`config.mk`:
```
export PLATFORM = sky130hd
export DESIGN_NAME = nabp_processing_swappable_multi
export DESIGN_NICKNAME = d
export VERILOG_FILES = /design/src/rtl/nabp_processing_swappable_multi.sv
export SDC_FILE = /design/constraint.sdc
export NUM_CORES = 1
export LEC_CHECK = 0
export BUFFER_PORTS_ARGS = -buffer_cell sky130_fd_sc_hd__buf_2
export CORE_MARGIN = 2
export CORE_UTILIZATION = 58
export DETAILED_ROUTE_END_ITERATION = 10
export GPL_TIMING_DRIVEN = 1
export PLACE_DENSITY = 0.81
export RECOVER_POWER = 100
export SLEW_MARGIN = 20
export SYNTH_ARGS = -nofsm -noshare
export SYNTH_HDL_FRONTEND = slang
export SYNTH_SLANG_ARGS = --single-unit
```
`constraint.sdc`:
```
create_clock -name clk -period 17.3 [get_ports clk]
set_clock_uncertainty 0.05 [all_clocks]
set_input_delay 0.865 -clock clk [delete_from_list [all_inputs] [get_ports clk]]
set_output_delay 0.865 -clock clk [all_outputs]
set_load 0.01 [all_outputs]
```
`src/rtl/nabp_processing_swappable_multi.sv`:
```
// Line-walking processing unit: issues mapper-driven RAM addresses per projection line,
// shifts returned samples into a P-tap window for the PEs, and handshakes swap/next-line.
module nabp_processing_swappable_multi #(
  parameter int DATA_W           = 16,
  parameter int S_W              = 10,
  parameter int FRAC_W           = 8,
  parameter int ACCU_W           = 20,
  parameter int NO_OF_PARTITIONS = 4,
  parameter int PARTITION_SIZE   = 8,
  parameter int NO_OF_LINES      = 8
) (
  input  logic                                 clk,
  input  logic                                 reset,
  input  logic                                 sw_start,
  input  logic                                 sw_dir,
  input  logic [ACCU_W-1:0]                    sw_mp_accu_init,
  input  logic [ACCU_W-1:0]                    sw_mp_accu_base,
  input  logic [ACCU_W-1:0]                    sw_sh_accu_base,
  input  logic                                 sw_swap_ack,
  input  logic                                 sw_next_itr_ack,
  input  logic [DATA_W-1:0]                    fr_val,
  output logic [S_W-1:0]                       fr_s_val,
  output logic                                 sw_swap,
  output logic                                 sw_next_itr,
  output logic                                 sw_pe_en,
  output logic [DATA_W*NO_OF_PARTITIONS-1:0]   pe_taps,
  output logic [$clog2(NO_OF_LINES)-1:0]       line_itr,
  output logic                                 busy,
  output logic                                 done
);

  localparam int P        = NO_OF_PARTITIONS;
  localparam int PS       = PARTITION_SIZE;
  localparam int L        = NO_OF_LINES;
  localparam int LINE_LEN = P + PS - 1;
  localparam int TAP_W    = DATA_W * P;
  localparam int LI_W     = $clog2(L);
  localparam int IC_W     = (LINE_LEN > 1) ? $clog2(LINE_LEN) : 1;
  localparam int WC_W     = $clog2(P + 1);

  localparam logic [WC_W-1:0]          P_C   = WC_W'(P);
  localparam logic [IC_W-1:0]          IC_LAST = IC_W'(LINE_LEN - 1);
  localparam logic [LI_W-1:0]          LI_TOP  = LI_W'(L - 1);
  localparam logic signed [ACCU_W-1:0] S_MAX = ACCU_W'((2 ** S_W) - 1);

  typedef enum logic [2:0] {IDLE, ISSUE, DRAIN, SWAP, NEXT} state_t;

  state_t                     state_q, state_d;
  logic                       dir_q, dir_d;
  logic signed [ACCU_W-1:0]   init_q, init_d;
  logic signed [ACCU_W-1:0]   base_q, base_d;
  logic signed [ACCU_W-1:0]   shb_q, shb_d;
  logic signed [ACCU_W-1:0]   sh_q, sh_d;
  logic signed [ACCU_W-1:0]   mp_q, mp_d;
  logic [LI_W-1:0]            line_q, line_d;
  logic [IC_W-1:0]            icnt_q, icnt_d;
  logic [S_W-1:0]             s_val_q, s_val_d;
  logic                       vld_q, vld_d;
  logic                       vld1_q, vld1_d;
  logic [WC_W-1:0]            wcnt_q, wcnt_d, wcnt_inc;
  logic [TAP_W-1:0]           taps_q, taps_d;
  logic                       pe_en_q, pe_en_d;
  logic                       swap_q, swap_d;
  logic                       next_q, next_d;
  logic                       done_q, done_d;
  logic                       last_line;

  function automatic logic [S_W-1:0] sat_addr(input logic signed [ACCU_W-1:0] a);
    logic signed [ACCU_W-1:0] whole;
    whole = a >>> FRAC_W;
    if (whole < 0)          return '0;
    else if (whole > S_MAX) return '1;
    else                    return whole[S_W-1:0];
  endfunction

  assign last_line = dir_q ? (line_q == '0) : (line_q == LI_TOP);

  always_ff @(posedge clk or posedge reset) begin
    if (reset) state_q <= IDLE;
    else       state_q <= state_d;
  end

  always_comb begin
    state_d  = state_q;
    dir_d    = dir_q;
    init_d   = init_q;
    base_d   = base_q;
    shb_d    = shb_q;
    sh_d     = sh_q;
    mp_d     = mp_q;
    line_d   = line_q;
    icnt_d   = icnt_q;
    s_val_d  = s_val_q;
    vld_d    = 1'b0;
    vld1_d   = vld_q;
    done_d   = 1'b0;
    taps_d   = taps_q;
    wcnt_d   = wcnt_q;
    pe_en_d  = 1'b0;
    wcnt_inc = (wcnt_q == P_C) ? wcnt_q : wcnt_q + WC_W'(1);

    // Window advances only on returned words; pe_en once it holds P of this line.
    if (vld1_q) begin
      taps_d  = {fr_val, taps_q[TAP_W-1:DATA_W]};
      wcnt_d  = wcnt_inc;
      pe_en_d = (wcnt_inc == P_C);
    end

    case (state_q)
      IDLE: begin
        if (sw_start) begin
          dir_d   = sw_dir;
          init_d  = sw_mp_accu_init;
          base_d  = sw_mp_accu_base;
          shb_d   = sw_sh_accu_base;
          sh_d    = '0;
          mp_d    = sw_mp_accu_init;
          line_d  = sw_dir ? LI_TOP : '0;
          icnt_d  = '0;
          wcnt_d  = '0;
          state_d = ISSUE;
        end
      end
      ISSUE: begin
        s_val_d = sat_addr(mp_q);
        mp_d    = mp_q + base_q;
        vld_d   = 1'b1;
        icnt_d  = icnt_q + IC_W'(1);
        if (icnt_q == IC_LAST) state_d = DRAIN;
      end
      DRAIN: begin
        // Hold until both the address and the data stage have emptied.
        if (!vld_q && !vld1_q) state_d = SWAP;
      end
      SWAP: begin
        if (sw_swap_ack) begin
          if (last_line) begin
            done_d  = 1'b1;
            state_d = IDLE;
          end else begin
            state_d = NEXT;
          end
        end
      end
      NEXT: begin
        if (sw_next_itr_ack) begin
          line_d  = dir_q ? line_q - LI_W'(1) : line_q + LI_W'(1);
          sh_d    = sh_q + shb_q;
          mp_d    = init_q + sh_q + shb_q;
          icnt_d  = '0;
          wcnt_d  = '0;
          state_d = ISSUE;
        end
      end
      default: state_d = IDLE;
    endcase

    swap_d = (state_d == SWAP);
    next_d = (state_d == NEXT);
  end

  always_ff @(posedge clk or posedge reset) begin
    if (reset) begin
      dir_q   <= 1'b0;
      init_q  <= '0;
      base_q  <= '0;
      shb_q   <= '0;
      sh_q    <= '0;
      mp_q    <= '0;
      line_q  <= '0;
      icnt_q  <= '0;
      s_val_q <= '0;
      vld_q   <= 1'b0;
      vld1_q  <= 1'b0;
      wcnt_q  <= '0;
      taps_q  <= '0;
      pe_en_q <= 1'b0;
      swap_q  <= 1'b0;
      next_q  <= 1'b0;
      done_q  <= 1'b0;
    end else begin
      dir_q   <= dir_d;
      init_q  <= init_d;
      base_q  <= base_d;
      shb_q   <= shb_d;
      sh_q    <= sh_d;
      mp_q    <= mp_d;
      line_q  <= line_d;
      icnt_q  <= icnt_d;
      s_val_q <= s_val_d;
      vld_q   <= vld_d;
      vld1_q  <= vld1_d;
      wcnt_q  <= wcnt_d;
      taps_q  <= taps_d;
      pe_en_q <= pe_en_d;
      swap_q  <= swap_d;
      next_q  <= next_d;
      done_q  <= done_d;
    end
  end

  assign fr_s_val    = s_val_q;
  assign sw_swap     = swap_q;
  assign sw_next_itr = next_q;
  assign sw_pe_en    = pe_en_q;
  assign pe_taps     = taps_q;
  assign line_itr    = line_q;
  assign busy        = (state_q != IDLE);
  assign done        = done_q;

endmodule

```
=== Word level (Yosys, flattened, before mapping) ===
Index checks and enable logic that the tools add are counted.

* Flip-flop bits (word level): 194
* Output and inout bits: 82

* $add $sub $neg: 8
* Order comparisons: 2
* Equality and inequality tests: 12
* Mux-type cells: 34
* Reductions and logical operators: 11

{| class="wikitable"
|+ Operators by type and width
! operator !! count
|-
| $add 20x20->20 || 4
|-
| $mux 20 || 4
|-
| $pmux 20 s3 || 1
|-
| $mux 3 || 14
|-
| $pmux 20 s2 || 1
|-
| $mux 10 || 2
|-
| $eq 3x3->1 const B || 5
|-
| $pmux 3 s5 || 1
|-
| $gt 12x11->1 const B || 1
|-
| $lt 12x1->1 const B || 1
|-
| $pmux 3 s2 || 2
|-
| $pmux 4 s3 || 1
|-
| $eq 3x2->1 const B || 3
|-
| $mux 4 || 2
|-
| $add 3x1->3 const B || 2
|-
| $logic_not 3->1 || 2
|-
| $mux 1 || 6
|-
| $reduce_and 3->1 || 2
|-
| $reduce_bool 3->1 || 2
|-
| $add 4x1->4 const B || 1
|-
| $eq 4x4->1 const B || 1
|-
| $ne 2x2->1 const B || 2
|-
| $eq 3x1->1 const B || 1
|-
| $sub 3x1->3 const B || 1
|-
| 4 further kinds || 5
|}

=== Logic depth before layout (Yosys ltp) ===
* Depth in word-level cells: 6
* Gate-level depth with buffers: 11
* Gate-level depth less buffers: 11

=== Worst setup path after synthesis ===
No wires, ideal clock.

* Kind: register to register
* Start point: register shb_q[1]
* End point: register mp_q[19]
* Setup time: 0.134 ns
* Arrival time: 3.054 ns
* Data required time: 17.116 ns
* Setup slack: 14.062 ns
* Stages on the path, launching flop included: 12
* Buffers on the path: 0
* Clock period less this slack: 3.238 ns
* Path through: dfrtp_1 -> fa_1 -> ha_1 -> fa_1 -> a211oi_1 -> or3_1 -> a311oi_2 -> o21a_1 -> a211o_1 -> xnor2_1 -> a222oi_1 -> o21ai_1

* Word-level cells in the longest chain between the ends: 3

{| class="wikitable"
|+ RTL lines
! item !! RTL line !! text
|-
| from (decl) || 52 || <nowiki>logic signed [ACCU_W-1:0] shb_q, shb_d;</nowiki>
|-
| from (signal assigned) || 167 || <nowiki>shb_q <= '0;</nowiki>
|-
| from (signal assigned) || 185 || <nowiki>shb_q <= shb_d;</nowiki>
|-
| $add 20x20->20 || 149 || <nowiki>mp_d = init_q + sh_q + shb_q;</nowiki>
|-
| $mux 20 || 146 || <nowiki>if (sw_next_itr_ack) begin</nowiki>
|-
| $pmux 20 s3 || 109 || <nowiki>case (state_q)</nowiki>
|-
| to (signal assigned) || 187 || <nowiki>mp_q <= mp_d;</nowiki>
|-
| to (decl) || 54 || <nowiki>logic signed [ACCU_W-1:0] mp_q, mp_d;</nowiki>
|}

Every way passes these cells. The select of a mux whose other input is x is not followed.
A chain may end at the register's enable or synchronous reset.

==> summary by stage <==
Power
Dividing total power by cell area gives a power density of roughly 210 mW/mm². Sequential cells account for between 30% and 40% of the total power. The switching power summed over all nets is around 1.1 mW.

The worst-case IR drop observed on VDD is around 130 µV. The cell internal power dissipation is ~1.5 mW. In this run, the combinational gates consume 52.4% of the power.

The analysis attributes to cell leakage a power of approximately 5.8 nW. The share of total power dissipated in the clock network is approximately 16%. The switching share of total power is 43.79%. The completed layout was analyzed and its total power is ~2.6 mW.

Worst hold path
The number of cells on the worst hold path is 0. The tightest min-delay check is of the reg -> reg type.

Yosys
Of the total synthesized cell area, the portion taken by full adders, half adders and majority gates is between 10% and 20%. Synthesis produced a netlist with a net count of ~1200. After synthesis, the largest family of logic cells by area is simple AND/OR/NAND/NOR gates. The synthesized design contains 0 enable-type register cells. The share of async-settable or async-resettable flops after synthesis is 100.0%.

Synthesis produced between 1000 and 1500 cells. The average instance in the mapped netlist occupies between 9 and 10 µm². The multiplexer share of the synthesized area is just over 7%. The netlist area before placement is between 0.01 and 0.015 mm². The top-area cell type share of the netlist area is 45.27%. The count of state elements after synthesis is 194. Of all cell types, the one taking the most synthesized area is dfrtp_1. The sequential cell area fraction in the yosys report is 45.27%. The post-synthesis share of cell area spent on and, or, nand and nor gates is 15.61%. Yosys attributes the largest share of cell area to dfrtp_1 (45%), nand2_1 (8.5%), ha_1 (7.0%). For this run, the number of Yosys warnings is 0. The most common flop cell mapped by yosys is dfrtp_1. The post-synthesis share of cell area spent on xor and xnor gates is 4.002%.

Yosys mapped the design onto slightly above 70 distinct sky130hd cell types. The complex-gate fraction of the synthesized area is between 10% and 20%.

Global routing
The pin count of the biggest net entering global routing is ~120. The global-route wire length before repair is roughly 40000 µm. The number of antenna violations at the first check in global routing is 0. The via count of the first global-routing pass is approximately 8200. Summed over all layers, the global routing overflow is 0. For this run, the total global-route usage over all layers was measured as a little over a quarter.

Setup path
Of all nets on the critical path, the largest fanout is 115. The logic depth of the worst register-to-register path is 7. The critical-path cell with the highest stage delay is clkbuf_1.

For this run, the slowest stage of the critical path takes roughly 3.0 ns. The type of the worst setup path is in -> async. Walking the worst path, the cells encountered are buf_2 -> clkinvlp_2 -> clkbuf_1. The endpoint required time on the critical path is 16.88 ns. The signal arrival time at the worst endpoint is 6.74 ns. The kind of end point of the critical path is an asynchronous set/reset pin.

STA classifies the critical path startpoint as an input pin.

Clock network
For the worst-skew pair, the clock arrives at the later sink with an insertion delay of 0.45 ns. Clock tree synthesis found a total of about 190 sinks. Buffers inserted during clock tree synthesis total 17.

The count of buffers added by post-CTS timing repair for setup is 0. The number of hold-repair buffers added at the cts stage is 0. The total of cells resized after clock tree synthesis is 0.

The clock root buffer is clkbuf_16. TritonCTS built the clock tree. The deepest level of the CTS H-tree is 4. The buffer levels on the longest clock path is 2. The clock-pin slew on the worst setup and hold paths is ~0.070 ns.

Placed design
The wire-length estimate of the detail-placed layout is 18110 µm. The count of input and output buffers is around 160. At the end of routability-driven placement, the weighted congestion stood at ~0.92. The worst-case setup slack after placement is approximately 14 ns.

Layout
In the final layout, the multi-input gates occupy 0.005578 mm². The layout has about 1500 filler cells. The area growth from synthesis to layout is 13.20%. The proportion of layout cells with a drive suffix above 1 is approximately 16%. The area taken by flip-flops and latches is slightly below 0.005 mm². 0 antenna diodes ended up in the layout. The number of nets at the end of the flow is 1388.

Timing
Setup repair after global routing left no endpoint under its margin. Adding up every negative setup slack in the final design gives 0 ns. Of the available clock period, the critical path in the final layout requires between 40% and 50%.

Setup violations remaining at the end of the flow were counted as 0. The number of failing hold endpoints at the final stage is 0. The relative max-transition margin is -234.5%.

For the pin with the worst max-slew slack, the measured transition is ~5.0 ns. The max-slew violation count is roughly 330. Once routing completed, OpenROAD measured the worst setup slack at 10.15 ns. Across all hold checks on the routed design, the worst slack comes to 0.3400 ns. Counting I/O delays and the setup requirement, the final critical path takes 7.152 ns. Based on the critical path, the design can be clocked at up to ~0.14 GHz.

Floorplanning
The placeable core area is 0.01802 mm². The initial utilization of the core area, before any placement, comes to 59.50%. The height of the die is between 100 and 150 µm.

In this run the count of I/O pins placed on the die edge is roughly 160. The die is roughly 140 µm wide. The die outline area is ~0.020 mm². The floorplan row count is approximately 50.

Outcome
The flow ran to the end, but the final reports show violations. The final reports fail on capacitance limit, slew limit.

Route
The number of violations reported at the end of detailed-routing iteration 0 is between 600 and 700. For this run, design rule violations remaining after detail routing come to 0. The vias per cell is 5.857. The final routed wire length divided by cell count is about 17 µm. The antenna violation net count after detailed routing is 0. The total wirelength of the detailed-routed design is roughly 25000 µm. For this run, the detailed router's first-pass iteration total came to 5. The detailed router placed ~8600 vias in this run.

Job
Max-cap violations in this run came to 4.
## logic make-up after synthesis
group                      after synthesis
and+or+nand+nor                        393
AOI/OAI and AO/OA                      226
DFF                                    194
adders and majority gates               83
buffers and inverters                   68
muxes                                   68
xor gates and xnor gates                49
## stage by stage
step,util (%),instances,area (µm²)
6_report,67.35,1465,12140
5_1_grt,67.35,1465,12140
4_1_cts,68.06,1465,12270
3_5_place_dp,64.76,1433,11670
3_3_place_gp,64.76,1433,11670
2_1_floorplan,-,1081,10720
## critical path: cells and delay by family
family / cells / cell delay (ns)
buffers and inverters: 3 / 5.80
## worst paths after layout
check	startpoint	end	slack, ns
setup / recovery	reset	pe_taps[49]	10.15
hold / removal	vld1_d	vld1_q	0.34
setup reg to reg	state_q[2]	sw_swap	12.08
hold reg to reg	vld1_d	vld1_q	0.34
max in group clk	state_q[2]	sw_swap	12.08
min in group asynchronous	reset	fr_s_val[1]	1.87
## final cells by class
class	instances	share of cell area (%)
Clock buffer	18	3.535
Clock inverter	14	1.371
Inverter	23	0.7215
Multi-Input combinational cell	819	45.95
Sequential cell	194	40.00
Tap cell	229	2.360
Timing Repair Buffer	168	6.061
## cell usage in the layout, fill, tap and decap left out, drive strengths merged, types with 4 or more instances in the layout
cell and count:
o21a 5, o21ai 48, nand2b 4, ha 60, o31ai 12, xor2 21
and2 8, a22o 4, xnor2 28, a21o 13, a211oi 11, a222oi 4
a21oi 59, a221oi 10, a211o 4, nor2b 5, and3 7, inv 32
nand3b 5, a311oi 5, nand3 12, clkbuf 104, nor2 67, or3 5
o21bai 7, a31oi 12, mux2 65, o211ai 6, dfrtp 194, nor3 17
a31o 4, fa 23, and4 4, nand2 245, or2 4, buf 82
nand4 4
## state kept, by name, summed over array words and instances (netlist names)
signal       count
pe_taps         64
base_q          20
init_q          20
mp_q            20
sh_q            20
shb_q           20
fr_s_val        10
icnt_q           4
line_itr         3
state_q          3
wcnt_q           3
dir_q            1
done             1
sw_next_itr      1
sw_pe_en         1
sw_swap          1
vld1_d           1
vld1_q           1
## Yosys cell counts, types with 3 or more instances
master    number
o21bai_1       7
clkbuf_1      37
inv_1         22
nand2b_1       4
a21oi_1       58
nand2_1      244
o21ai_0       45
nand3_1       12
a21o_1        12
a22oi_1        3
or2_2          4
o21a_1         5
o21ai_1        3
a31o_2         4
a222oi_1       4
a211o_1        4
a311oi_1       4
ha_1          60
fa_1          23
xnor2_1       28
nor2b_1        5
or3_1          5
a31oi_1       12
mux2_2        65
xor2_1        21
o31ai_1       12
dfrtp_1      194
nor2_1        66
a211oi_1      11
nand4_1        4
a22o_1         4
mux2i_1        3
o211ai_1       6
a221oi_1      10
and3_1         6
and2_1         6
nand3b_1       5
and4_1         3
nor3_1        17
## layer usage
metal	up-vias	global-route usage (%)	share of wire, %
li1	4082	-	-
met1	4122	34.47	43
met2	324	43.67	48
met3	53	4.889	6.8
met4	0	8.737	2.5
met5	-	0	0
## power by group through the flow
stage | Sequential (mW) | Clock, mW | Combinational (mW)
after floorplan | 0.826 | 0 | 0.998
after global placement | 0.820 | 0 | 1.32
after detailed placement | 0.835 | 0 | 1.35
after CTS | 0.828 | 0.409 | 1.37
after global routing | 0.859 | 0.427 | 1.51
final | 0.830 | 0.403 | 1.36
No activity file was read; power rests on OpenSTA's default activity.
